$ cat src/rtl/round_if.sv
// Bus bundle for the round block: one qualified product significand in,
// one rounded significand with status flags out.
interface round_if #(
    parameter int NSIG = 7
);
    logic              in_valid;
    logic [2*NSIG+1:0] pSig;
    logic              out_valid;
    logic [NSIG-1:0]   roundedSig;
    logic              overflow;
    logic              inexact;

    // Producer side: drives the unrounded significand, observes results.
    modport master (
        output in_valid,
        output pSig,
        input  out_valid,
        input  roundedSig,
        input  overflow,
        input  inexact
    );

    // Rounder side: consumes the significand, drives registered results.
    modport slave (
        input  in_valid,
        input  pSig,
        output out_valid,
        output roundedSig,
        output overflow,
        output inexact
    );
endinterface

$ cat src/rtl/round.sv
// Round-to-nearest, ties-to-even rounder for a 2*NSIG+2 bit product
// significand. Keeps NSIG bits, reports the carry out of the increment
// and whether any discarded bit was set. One register stage, no stall.
module round #(
    parameter int NSIG = 7
) (
    input  logic   clk,
    input  logic   rst,
    round_if.slave bus
);

    // Packed result layout: {inexact, overflow, roundedSig}.
    localparam int RES_W = NSIG + 2;

    // Splits the significand into retained/guard/round/sticky fields and
    // applies RNE. The product MSB is not part of any field. On a carry
    // out the low NSIG bits of the sum are already zero, so no extra
    // clearing of the retained field is needed and nothing is renormalized.
    function automatic logic [RES_W-1:0] round_rne(input logic [2*NSIG+1:0] p);
        logic [NSIG-1:0] kept;
        logic            lsb;
        logic            guard;
        logic            rbit;
        logic            sticky;
        logic            inc;
        logic [NSIG:0]   sum;
        kept   = p[2*NSIG:NSIG+1];
        lsb    = p[NSIG+1];
        guard  = p[NSIG];
        rbit   = p[NSIG-1];
        sticky = |p[NSIG-2:0];
        inc    = guard & (rbit | sticky | lsb);
        sum    = {1'b0, kept} + {{NSIG{1'b0}}, inc};
        return {(guard | rbit | sticky), sum[NSIG], sum[NSIG-1:0]};
    endfunction

    logic [RES_W-1:0] res_p0;
    logic             vld_p1;
    logic [NSIG-1:0]  sig_p1;
    logic             ovf_p1;
    logic             inx_p1;

    // Stage 0: combinational rounding of the incoming significand.
    assign res_p0 = round_rne(bus.pSig);

    // Stage 1: result registers; data only loads on a valid input so an
    // idle bus (even with an undefined pSig) leaves the last result held.
    always_ff @(posedge clk) begin
        if (rst) begin
            vld_p1 <= 1'b0;
            sig_p1 <= '0;
            ovf_p1 <= 1'b0;
            inx_p1 <= 1'b0;
        end else begin
            vld_p1 <= bus.in_valid;
            if (bus.in_valid) begin
                sig_p1 <= res_p0[NSIG-1:0];
                ovf_p1 <= res_p0[NSIG];
                inx_p1 <= res_p0[NSIG+1];
            end
        end
    end

    assign bus.out_valid  = vld_p1;
    assign bus.roundedSig = sig_p1;
    assign bus.overflow   = ovf_p1;
    assign bus.inexact    = inx_p1;

endmodule

$ cat src/flat_wrapper.sv
// flat-port wrapper written by rule: the top's interface ports become plain ports
module round_flat 
#(
    parameter int NSIG = 7
)
  (clk, rst, bus_in_valid, bus_pSig, bus_out_valid, bus_roundedSig, bus_overflow, bus_inexact);
  round_if #(.NSIG(NSIG)) bus_i ();
  input  logic clk;
  input  logic rst;
  input wire logic [$bits(bus_i.in_valid)-1:0] bus_in_valid;
  input wire logic [$bits(bus_i.pSig)-1:0] bus_pSig;
  output wire logic [$bits(bus_i.out_valid)-1:0] bus_out_valid;
  output wire logic [$bits(bus_i.roundedSig)-1:0] bus_roundedSig;
  output wire logic [$bits(bus_i.overflow)-1:0] bus_overflow;
  output wire logic [$bits(bus_i.inexact)-1:0] bus_inexact;
  assign bus_i.in_valid = bus_in_valid;
  assign bus_i.pSig = bus_pSig;
  assign bus_out_valid = bus_i.out_valid;
  assign bus_roundedSig = bus_i.roundedSig;
  assign bus_overflow = bus_i.overflow;
  assign bus_inexact = bus_i.inexact;
  round #(.NSIG(NSIG)) u_core (.clk(clk), .rst(rst), .bus(bus_i));
endmodule
$ cat config.mk
export PLATFORM = sky130hd
export DESIGN_NAME = round_flat
export DESIGN_NICKNAME = d
export VERILOG_FILES = /design/src/rtl/round_if.sv /design/src/rtl/round.sv /design/src/flat_wrapper.sv
export SDC_FILE = /design/constraint.sdc
export NUM_CORES = 1
export LEC_CHECK = 0
export BUFFER_PORTS_ARGS = -buffer_cell sky130_fd_sc_hd__buf_4
export CAP_MARGIN = 40
export CORE_MARGIN = 2
export CORE_UTILIZATION = 30
export DETAILED_ROUTE_END_ITERATION = 16
export SYNTH_ARGS = -nofsm -noshare
export SYNTH_HDL_FRONTEND = slang
export SYNTH_SLANG_ARGS = --single-unit
$ cat constraint.sdc
create_clock -name clk -period 3.6 [get_ports clk]
set_clock_uncertainty 0.1 [all_clocks]
set_input_delay 0.54 -clock clk [delete_from_list [all_inputs] [get_ports clk]]
set_output_delay 0.54 -clock clk [all_outputs]
set_load 0.03 [all_outputs]
# ---- Word level (Yosys, flattened, before mapping)
# Cells that the tools add are included.
dict set report classes {
  n_bitwise 5
  add_sub_neg 1
  n_reduce_logical 1
}
# op n
set ops {}
lappend ops {{adder 7 x 1 -> 8 bit} 1}
lappend ops {{OR reduction 6 bit} 1}
lappend ops {{bitwise OR 1 bit} 4}
lappend ops {{bitwise AND 1 bit} 1}
dict set report word_totals {
  word_cells 11
  reg_bits 10
}

# ---- Logic depth before layout (Yosys ltp)
dict set report depth {
  depth_word 5
  ltp_mapped 5
  ltp_nobuf 5
}

# ---- Worst setup path before layout
# No wires, ideal clock.
dict set report synth_path {
  path_type {input port to flip-flop}
  from {input port bus_pSig[8]}
  to {register u_core.sig_p1[6], in the netlist u_core.bus.roundedSig[6]}
  path_buffers 0
  cell_stages 5
  slack_ns 1.920
  t_arrival_ns 1.489
  path_cell_list {and2_1 > ha_1 > nand3_1 > or3_1 > a311oi_1}
}
dict set report synth_via {
  elab_chain_cells 3
}
# element line_no
set synth_rtl {}
lappend synth_rtl {{start: declaration} flat_wrapper.sv:11} ;# input wire logic [$bits(bus_i.pSig)-1:0] bus_pSig;
lappend synth_rtl {{bitwise OR 1 bit} round.sv:32} ;# inc = guard & (rbit | sticky | lsb);
lappend synth_rtl {{bitwise AND 1 bit} round.sv:32}
lappend synth_rtl {{adder 7 x 1 -> 8 bit *} round.sv:33} ;# sum = {1'b0, kept} + {{NSIG{1'b0}}, inc};
lappend synth_rtl {{end signal: assignment} round.sv:57} ;# sig_p1 <= res_p0[NSIG-1:0];
lappend synth_rtl {{end: declaration} round.sv:39} ;# logic [NSIG-1:0] sig_p1;
# Every way passes the cells marked *; elsewhere a longest branch is shown, timed or not.
# A chain may end at the register's enable or synchronous reset.

# ---- Final worst setup path
# Ends and elaborated chain as after synthesis.

==> results.yml <==
setup_path:
  r2r_setup_slack_ns: 2.79
  crit_chain: "buf_4, and2_1, ha_1, nand3_1, or3_1, a311oi_1"
  cp_slowest_cell: "or3_1"
  crit_required_ns: 3.67
  critical_path.max_fanout: 4
  max_stage_delay_ns: 0.36
  critPathLaunchType: "input pin"
  arrival_ns: 1.67
  critPathCaptureType: "register"
  worstSetupPathType: "in -> reg"
grt:
  grt_usage: 0.119
  grt_first_pass_wirelength_um: 1680
  grt_max_degree: 19
  antenna_found_initial: 0
  grt_overflow_total: 0
  grt_pass1_vias: 436
floorplanning:
  die_w_um: 44.1
  die_y_um: 44.1
  start_util: 0.321
  ios: 29
  dieArea_um2: 1950
  core_area_um2: 1510
  rows: 14
finish:
  mostFrequentLayoutCell: "buf_4"
  post-route-util: 0.474
  regArea_um2: 200
  finalInstanceArea_um2: 714
  final_cell_mix: "27 x buf_4, 10 x dfxtp_1, 8 x nor2_1"
  drive_gt1_frac: 0.425
  area_delta_synth_final_pct: 47.9
  nFillCells: 166
  multi_input_area_um2: 265
  insertedDiodeCount: 0
  final_nets: 102
clocking:
  cts-root-buf: "clkbuf_4"
  hold_buffers: 0
  clock-sinks: 10
  clkLatencyLatePin_ns: 0.25
  cts_buffers: 3
  tritoncts: "yes"
  postCtsSetupBuffers: 0
  path_clk_slew_ns: 0.06
  cts_htree_levels: 1
  cts.path.max_buffers: 2
  cts_resized: 0
pwr:
  p_leak_nw: 0.315
  pwr_density_cell_nw_per_um2: 360
  peakVddDrop_uv: 160
  p_total_uw: 257
synth:
  synth_top_family_by_area: "simple AND/OR/NAND/NOR gates"
  synthSimpleGateAreaFrac: 0.264
  synth_nets: 73
  seq_area_frac_synth: 0.415
  synth_cells: 53
  netlist_area_um2: 483
  async_flop_share: 0
  synth-xor-area-share: 0.0544
  synth_top_area_cell: "dfxtp_1"
  synth_compound_area_frac: 0.184
  avgSynthCellArea_um2: 9.11
  synth_seq_cells: 10
  synth_edf_count: 0
  yosys-top-cells-area: "dfxtp_1 41%, a311oi_1 7.3%, nor2_1 6.2%"
  ys.flop_type: "dfxtp_1"
  synthAdderAreaFrac: 0.0259
  synth_top_area_frac: 0.415
  synth_cell_type_count: 25
  synth.mux.area_fraction: 0.0207
  yosys_warnings: 0
run_status:
  outcome: "finished, final reports clean"
routing:
  drt_iter0_drc: 9
  drc: 0
  ant_nets: 0
  vias: 472
  drt_pass1_iterations: 3
  routed_via_density: 4.92
  routedWlPerCell_um: 10.6
  routed_wl_um: 1010
placed_design:
  portBuffers: 27
  placedInstanceArea_um2: 692
  dpl.hpwl_um: 829
  routabilityCongestion: 0.738
sta:
  finalHoldViolations: 0
  rsz0062_at_grt: "no"
  period_minus_slack_ns: 1.60
  setup-tns-final_ns: 0
  fin_crit_sh: 0.444
  max_freq_mhz: 626
  drv_slew: 0
  finalSetupViolCount: 0
  worst_pin_slew_ns: 0.236
  maxSlewHeadroom: 0.841
min_path:
  hold_class: "reg -> reg"
flow_run:
  cap_violations: 0
worst paths after layout:
check                             end                 from  depth (start not counted)
max          u_core.bus.roundedSig[6]          bus_pSig[8]                          6
min               u_core.bus.overflow  u_core.bus.overflow                          2
max reg2reg        u_core.bus.inexact   u_core.bus.inexact                          2
min reg2reg       u_core.bus.overflow  u_core.bus.overflow                          2
critical path, delay by kind of cell:
family,cells,cell delay [ns]
and+or+nand+nor,3,0.61
AOI/OAI and AO/OA,1,0.24
buffers and inverters,1,0.10
adders and majority gates,1,0.17
flip-flops by register name, summed over array words and instances, names as in the netlist:
name,cells
u_core.bus.overflow,1
u_core.bus.inexact,1
u_core.bus.roundedSig,7
u_core.bus.out_valid,1
power by group:
group          switching (mW)  total, mW  internal [mW]
clock network          0.0342     0.0726         0.0384
registers             0.00325      0.121          0.118
logic                  0.0335     0.0633         0.0298
synthesized netlist by cell type, drive strengths merged (2+ instances only):
| cell | instances |
|---|---|
| buf | 2 |
| o21ai | 2 |
| xor2 | 2 |
| a311oi | 4 |
| or3 | 3 |
| nand2 | 3 |
| nor2 | 8 |
| a211oi | 3 |
| nand3 | 2 |
| dfxtp | 10 |
kinds of logic after synthesis:
logic type	Yosys count
buf+inv	4
mux	1
xor+xnor	3
fa+ha+maj	1
simple gates	23
compound gates	11
flops	10
area by class of cell:
class | instances | area share
clock buffers | 3 | 0.0315
inverters | 1 | 0.00525
multi-input cells | 39 | 0.371
flip-flops and latches | 10 | 0.280
well taps | 16 | 0.0280
repair buffers | 27 | 0.284
per-layer routing:
layer	vias up	global-route usage	wire [um]
met5	-	0	0
li1	250	-	-
met4	0	0.109	19
met1	202	0.145	424
met2	18	0.179	487
met3	2	0.0163	82
stage by stage:
stage               hold WS (ns)  setup slack [ns]  cells
CTS                        0.374              1.99     96
global route               0.407              1.89     96
detailed placement         0.363              1.72     93
floorplan                  0.497              1.92     53
finish                     0.373              2.00     96
global placement           0.362              1.75     93
Power figures use the tool's default switching activity.
